**config.mk**
```make
export PLATFORM = sky130hd
export DESIGN_NAME = instr_decoder
export DESIGN_NICKNAME = d
export VERILOG_FILES = /design/src/rtl/instr_decoder.sv
export SDC_FILE = /design/constraint.sdc
export NUM_CORES = 1
export LEC_CHECK = 0
export CAP_MARGIN = 20
export CORE_AREA = 2 2 50 98
export CTS_CLUSTER_DIAMETER = 200
export CTS_CLUSTER_SIZE = 40
export DETAILED_ROUTE_END_ITERATION = 7
export DIE_AREA = 0 0 52 100
export GPL_TIMING_DRIVEN = 0
export PLACE_DENSITY = 0.59
export SYNTH_ARGS = -nofsm -noshare
export SYNTH_HDL_FRONTEND = slang
export SYNTH_SLANG_ARGS = --single-unit
```
**constraint.sdc**
```tcl
create_clock -name clk -period 0.9 [get_ports clk]
set_input_delay 0.135 -clock clk [delete_from_list [all_inputs] [get_ports clk]]
set_output_delay 0.135 -clock clk [all_outputs]
set_load 0.01 [all_outputs]
```
**src/rtl/instr_decoder.sv**
```systemverilog
// Instruction decoder for the 16-bit riskHDL CPU: decodes opcode, f2 and
// branch-condition fields into registered one-hot strobes plus ILLEGAL.
module instr_decoder (
  input  logic        clk,
  input  logic        rst,
  input  logic [15:0] instr,
  output logic        ADD,
  output logic        ADC,
  output logic        SUB,
  output logic        SBB,
  output logic        SUBI,
  output logic        ADDI,
  output logic        CMP,
  output logic        MOV,
  output logic        LDR,
  output logic        LDRI,
  output logic        STR,
  output logic        STRI,
  output logic        LLI,
  output logic        LHI,
  output logic        BEQ,
  output logic        BNE,
  output logic        BCS,
  output logic        BCC,
  output logic        BAL,
  output logic        JMP,
  output logic        JALI,
  output logic        JAL,
  output logic        JR,
  output logic        OUTR,
  output logic        HLT,
  output logic        ILLEGAL
);

  // Bit positions of each strobe inside the internal one-hot vector.
  localparam int SADD  = 0;
  localparam int SADC  = 1;
  localparam int SSUB  = 2;
  localparam int SSBB  = 3;
  localparam int SSUBI = 4;
  localparam int SADDI = 5;
  localparam int SCMP  = 6;
  localparam int SMOV  = 7;
  localparam int SLDR  = 8;
  localparam int SLDRI = 9;
  localparam int SSTR  = 10;
  localparam int SSTRI = 11;
  localparam int SLLI  = 12;
  localparam int SLHI  = 13;
  localparam int SBEQ  = 14;
  localparam int SBNE  = 15;
  localparam int SBCS  = 16;
  localparam int SBCC  = 17;
  localparam int SBAL  = 18;
  localparam int SJMP  = 19;
  localparam int SJALI = 20;
  localparam int SJAL  = 21;
  localparam int SJR   = 22;
  localparam int SOUTR = 23;
  localparam int SHLT  = 24;
  localparam int NSTROBES = 25;

  logic [4:0]          opcode;
  logic [1:0]          f2;
  logic [3:0]          cond;
  logic [NSTROBES-1:0] decoded;
  logic                illegal;
  logic [NSTROBES-1:0] strobes;
  logic                illegalq;
  logic                unusedbits;

  assign opcode = instr[15:11];
  assign f2     = instr[1:0];
  assign cond   = instr[11:8];

  // Register and immediate fields never influence the decode.
  assign unusedbits = ^instr[7:2];

  // Combinational decode of the current word into a one-hot strobe or ILLEGAL.
  always_comb begin
    decoded = '0;
    illegal = 1'b0;
    casez (opcode)
      5'b00000: begin
        case (f2)
          2'b00:   decoded[SADD] = 1'b1;
          2'b01:   decoded[SADC] = 1'b1;
          2'b10:   decoded[SSUB] = 1'b1;
          default: decoded[SSBB] = 1'b1;
        endcase
      end
      5'b00001: decoded[SLHI]  = 1'b1;
      5'b00010: decoded[SLLI]  = 1'b1;
      5'b00011: decoded[SLDRI] = 1'b1;
      5'b00100: decoded[SLDR]  = 1'b1;
      5'b00101: decoded[SSTRI] = 1'b1;
      5'b00110: begin
        case (f2)
          2'b00:   decoded[SSTR] = 1'b1;
          2'b01:   decoded[SCMP] = 1'b1;
          default: illegal = 1'b1;
        endcase
      end
      5'b00111: decoded[SADDI] = 1'b1;
      5'b01000: decoded[SSUBI] = 1'b1;
      5'b01011: decoded[SMOV]  = 1'b1;
      5'b10000: decoded[SJMP]  = 1'b1;
      5'b10001: decoded[SJALI] = 1'b1;
      5'b10010: decoded[SJAL]  = 1'b1;
      5'b10011: decoded[SJR]   = 1'b1;
      5'b11100: begin
        case (f2)
          2'b00:   decoded[SOUTR] = 1'b1;
          2'b01:   decoded[SHLT]  = 1'b1;
          default: illegal = 1'b1;
        endcase
      end
      // Branch group keys on instr[15:12] only; instr[11] belongs to cond.
      5'b1100?: begin
        case (cond)
          4'b0000: decoded[SBEQ] = 1'b1;
          4'b0001: decoded[SBNE] = 1'b1;
          4'b0010: decoded[SBCS] = 1'b1;
          4'b0011: decoded[SBCC] = 1'b1;
          4'b1110: decoded[SBAL] = 1'b1;
          default: illegal = 1'b1;
        endcase
      end
      default: illegal = 1'b1;
    endcase
  end

  // Output register: one-cycle decode latency, cleared asynchronously by rst.
  always_ff @(posedge clk or posedge rst) begin
    if (rst) begin
      strobes  <= '0;
      illegalq <= 1'b0;
    end else begin
      strobes  <= decoded;
      illegalq <= illegal;
    end
  end

  assign ADD     = strobes[SADD];
  assign ADC     = strobes[SADC];
  assign SUB     = strobes[SSUB];
  assign SBB     = strobes[SSBB];
  assign SUBI    = strobes[SSUBI];
  assign ADDI    = strobes[SADDI];
  assign CMP     = strobes[SCMP];
  assign MOV     = strobes[SMOV];
  assign LDR     = strobes[SLDR];
  assign LDRI    = strobes[SLDRI];
  assign STR     = strobes[SSTR];
  assign STRI    = strobes[SSTRI];
  assign LLI     = strobes[SLLI];
  assign LHI     = strobes[SLHI];
  assign BEQ     = strobes[SBEQ];
  assign BNE     = strobes[SBNE];
  assign BCS     = strobes[SBCS];
  assign BCC     = strobes[SBCC];
  assign BAL     = strobes[SBAL];
  assign JMP     = strobes[SJMP];
  assign JALI    = strobes[SJALI];
  assign JAL     = strobes[SJAL];
  assign JR      = strobes[SJR];
  assign OUTR    = strobes[SOUTR];
  assign HLT     = strobes[SHLT];
  assign ILLEGAL = illegalq;

endmodule

```
After elaboration in Yosys (flattened, before gate mapping)
Index checks and enable logic that the tools add are counted.

word-level totals
  flip-flop bits (word level) = 26
  input bits = 18
  output and inout bits = 26
  word-level logic and storage cells = 60

cells by class
  eq/ne operators = 21
  muxes and demuxes = 29
  reductions and logical operators = 8

operators with widths
  cell                  number
  $eq A5 B5 Y1 const B  5
  $mux W1               25
  $eq A5 B3 Y1 const B  4
  $reduce_or A13 Y1     1
  $eq A5 B2 Y1 const B  2
  $eq A5 B4 Y1 const B  2
  $eq A4 B2 Y1 const B  2
  $eq A4 B4 Y1 const B  2
  $eq A5 B1 Y1 const B  1
  $logic_not A5 Y1      1
  $mux W5               1
  $reduce_or A5 Y1      1
  $eq A4 B1 Y1 const B  1
  $logic_not A4 Y1      1
  $mux W4               1
  $reduce_or A2 Y1      2
  $pmux W1 S3           1
  $reduce_or A3 Y1      1
  $eq A2 B1 Y1 const B  1
  $eq A2 B2 Y1 const B  1
  $logic_not A2 Y1      1
  $mux W2               1

Depth between registers and ports, before layout
  depth in word-level cells = 4
  mapped depth = 5
  gate-level depth less buffers = 4

Worst setup path after synthesis
Ideal clock, no wire load.

  path type = input port to flip-flop
  from = input port instr[14]
  to = register strobes[16]
  setup time = 0.080 ns
  arrival time = 0.932 ns
  required time = 0.820 ns
  slack = -0.112 ns
  stages = 5
  buffers on the path = 1
  path through = buf_6 > and2b_1 > nand2_1 > or3_4 > nor3b_2

on the way
  word-level cells in the longest chain between the ends = 2

RTL lines
  item                    line  source
  start: declaration      6     input logic [15:0] instr,
  $eq A4 B4 Y1            83    casez (opcode)
  $mux W5                 83
  named net decoded[16]   66    logic [NSTROBES-1:0] decoded;
  end signal: assignment  139   strobes <= decoded;
  end: declaration        68    logic [NSTROBES-1:0] strobes;

The timed path passes the listed nets, and every way through them passes these cells.

Final worst setup path
  from = register strobes[22]
  to = output port JR

RTL lines
  item              line  source
  end: declaration  29    output logic JR,

No word-level cell between the ends.

==> results.md <==
- The total detailed-routing wirelength is between 2000 and 2500 um.
- Of the available clock period, the critical path in the final layout requires 1.02.
- In this run the tightest slew margin relative to its limit is 0.646.
- The wire length of the first global-routing pass is 3350 um.
- Counting every instance in the synthesized netlist gives 92.
- Clock-pin slew was measured on the worst setup and hold paths at ~90 ps.
- The design area is approximately 1500 um^2.
- The width of the die is roughly 52 um.
- The slew at the pin closest to its max-slew limit is 530 ps.
- The count of nets left with antenna violations after detail routing is 0.
- The cell row count is 35.
- Of the cells placed in the final design, the portion with a size suffix greater than 1 is 0.399.
- The synthesized netlist occupies a cell area of 1020 um^2.
- The highest clock rate is approximately 1.1 GHz.
- Counting the buffers created by CTS gives 3.
- Setup repair after global routing could not meet its margin everywhere.
- The kind of critical path is reg2out.
- Ranked by total cell area, the synthesized netlist is headed by sky130_fd_sc_hd__dfrtp_1, sky130_fd_sc_hd__nor2_1, sky130_fd_sc_hd__nor3_1, sky130_fd_sc_hd__nand2_1, sky130_fd_sc_hd__nand2b_1.
- Leaving out fill and tap cells, the most frequent cells in the layout are sky130_fd_sc_hd__dfrtp_1, sky130_fd_sc_hd__buf_2, sky130_fd_sc_hd__nor2_1, sky130_fd_sc_hd__nand2_1, sky130_fd_sc_hd__buf_4.
- Pin placement for this block handled 44 I/O pins.
- The final reports fail on negative setup slack.
- In the detailed route, the total length drawn on met2 is 914 um.
- The total of flip-flops plus latches after synthesis is 26.
- The startpoint of the most critical setup path is strobes[22]$_DFF_PP0_.
- Power spread over the standard cell area amounts to ~1600 nW/um^2.
- In the routed layout, each cell is associated on average with a via count of 4.03.
- The total placed cells including tap cells is roughly 180.
- The smallest setup slack after layout is -15.3 ps.
- Buffers placed on the I/O ports in this run total 35.
- Setup violations remaining at the end of the flow were counted as 8.
- Counting I/O delays and the setup requirement, the final critical path takes slightly above 900 ps.
- The tool flagged a number of max-cap violations equal to 0.
- The worst hold-check path type is in2reg.
- The leftover overflow at the end of global routing is 0.
- The number of warnings printed during yosys synthesis is 0.
- TritonCTS built the clock tree.
- The total buffers and inverters traversed by the critical path is 1.
- The post-synthesis cell type count is 21.
- The count of inserted antenna diode cells is 0.
- The final number of hold-violating endpoints is 0.
- The area growth from synthesis to layout is 45.2%.
- The end point of the worst hold path is strobes[21]$_DFF_PP0_.
- The number of cells on the worst hold path is 2.
- The number of standard cells in the final layout excluding fillers is 193.
- The area fraction of the dominant cell type after synthesis is 0.635.
- In this run the worst path has a maximum fanout of 1.
- The master cell of the clock root buffer is sky130_fd_sc_hd__clkbuf_8.
- Counting every sink on the clock net gives 26.
- IR analysis of the VDD net gives a maximum drop of 0.911 mV.
- The wire-length estimate of the detail-placed layout is 1450 um.
- The initial utilization of the core area, before any placement, comes to 0.227.
- The largest single stage delay on the critical path is between 300 and 400 ps.
- The arrival time at the worst endpoint is slightly below 800 ps.
- The die covers 5200 um^2.
- The synthesized area per cell is between 10 and 15 um^2.
- The count of TritonRoute iterations in the first routing pass is 4.
- The wire length on met3 is approximately 210 um.
- The detail-routed net length per standard cell is 10.6 um.
- The number of global-route vias before repair is 793.
- The H-tree depth reported by CTS is 1.
- The total routing usage reported by global routing is 0.0823.
- The kind of launch point of the worst setup path is a flip-flop.
- The die is 100 um tall.
- The share of the Yosys chip area taken by registers is 0.635.
- The core box area is 4510 um^2.
- The run finished, with violations left.
- The number of DRC markers after the initial detailed-route iteration is 8.
- The launch instance of the worst min-delay path is instr[14].
- The largest area contributor in the netlist is sky130_fd_sc_hd__dfrtp_1.
- The number of antenna violations at the first check in global routing was 0.
- The final estimated routing congestion in global placement is between 0.7 and 0.8.
- The number of nets in the layout is 157.
- The number of nets in the synthesized netlist is 110.
- For this block, the via count after detailed routing is roughly 800.
- Hold repair after CTS inserted 0 buffers.
- Summed over all cells, the static leakage comes to approximately 0.76 nW.
- Entering global routing, the biggest net connects 27 pins.
- The kind of capture point of the worst setup path is a primary output.
- The signal on the critical path passes through buf_2.
- At the worst endpoint, the required time is 760 ps.
- The count of final max-slew check failures is 0.
- The gate family responsible for the most delay along the worst path is flip-flops.
- Once placement finished, the instance area stood at 1460 um^2.
- After detailed routing, the wire length on met1 is 914 um.
- Before CTS, the worst setup slack after placement is -623 ps.
- The highest-delay cell along the critical path is sky130_fd_sc_hd__dfrtp_1.
- Routed signal wires occupy layers up through met4.
- The worst-case clock buffer depth is 2.
- After detailed routing, the number of remaining DRC violations is 0.
## worst max path at each step
stage                     slack, ps                    to  cells after the start
after floorplan                -110  strobes[3]$_DFF_PP0_                      4
after global placement         -610     ILLEGAL$_DFF_PP0_                      6
after detailed placement       -620     ILLEGAL$_DFF_PP0_                      6
after CTS                       -20                    JR                      1
after global routing            -60  strobes[2]$_DFF_PP0_                      6
final                           -20                    JR                      1
## cell type report
type                       instances  area (um^2)
timing repair buffer              42          282
inverter                           2         11.3
clock buffer                       3         41.3
fill                             464         3020
sequential                        26          651
clock inverter                     1         30.0
buffer                             5         50.0
multi-input combinational         59          354
tap                               55         68.8
## Yosys cell counts
master                      n
sky130_fd_sc_hd__and2b_1    1
sky130_fd_sc_hd__o221ai_1   1
sky130_fd_sc_hd__dfrtp_1   26
sky130_fd_sc_hd__nand2b_1   6
sky130_fd_sc_hd__nand2_1   10
sky130_fd_sc_hd__nor3_1     8
sky130_fd_sc_hd__and3_1     2
sky130_fd_sc_hd__inv_1      2
sky130_fd_sc_hd__nor2_4     1
sky130_fd_sc_hd__nor2b_1    3
sky130_fd_sc_hd__nand4b_1   2
sky130_fd_sc_hd__nand3b_1   1
sky130_fd_sc_hd__o22ai_1    1
sky130_fd_sc_hd__o21ai_0    2
sky130_fd_sc_hd__or3_4      2
sky130_fd_sc_hd__nor3_2     1
sky130_fd_sc_hd__buf_2      4
sky130_fd_sc_hd__buf_6      1
sky130_fd_sc_hd__nor3b_2    2
sky130_fd_sc_hd__nand3_1    2
sky130_fd_sc_hd__nor2_1    14
## through the flow
stage / total power [mW] / hold slack, ps / utilization / TNS, ps
2_1_floorplan: 1.34 / 175 / - / -462
3_3_place_gp: 1.45 / 329 / 0.323 / -23290
3_5_place_dp: 1.45 / 329 / 0.323 / -23720
4_1_cts: 2.39 / 40.6 / 0.318 / -232
5_1_grt: 2.47 / 47.1 / 0.330 / -786
6_report: 2.37 / 50.4 / 0.330 / -73.8
## sequential cells by signal, indices dropped and copies added, names as in the netlist
signal,count
ILLEGAL,1
strobes,25
## cell families after synthesis
group | Yosys count | share of synthesized area
AND/OR/NAND/NOR | 55 | 0.303
buffers and inverters | 7 | 0.0379
flip-flops | 26 | 0.635
AO/OA/AOI/OAI | 4 | 0.0244
## report_power, final
part | switching (mW) | internal, mW
Clock | 0.340 | 0.594
Combinational | 0.133 | 0.113
Sequential | 0.00458 | 1.18
## layer usage
metal	up-vias	GRT usage
met5	-	0
met4	0	0.0344
met3	4	0.0164
met2	37	0.129
met1	343	0.109
li1	394	-
## what timing repair did
| item | in CTS | in global routing |
|---|---|---|
| gates resized for setup | 123 | 8 |
| pin swaps | 7 | 3 |
| buffers inserted | 6 | 1 |
| setup endpoints to repair | 74 | 34 |
No activity file was read; power rests on OpenSTA's default activity.
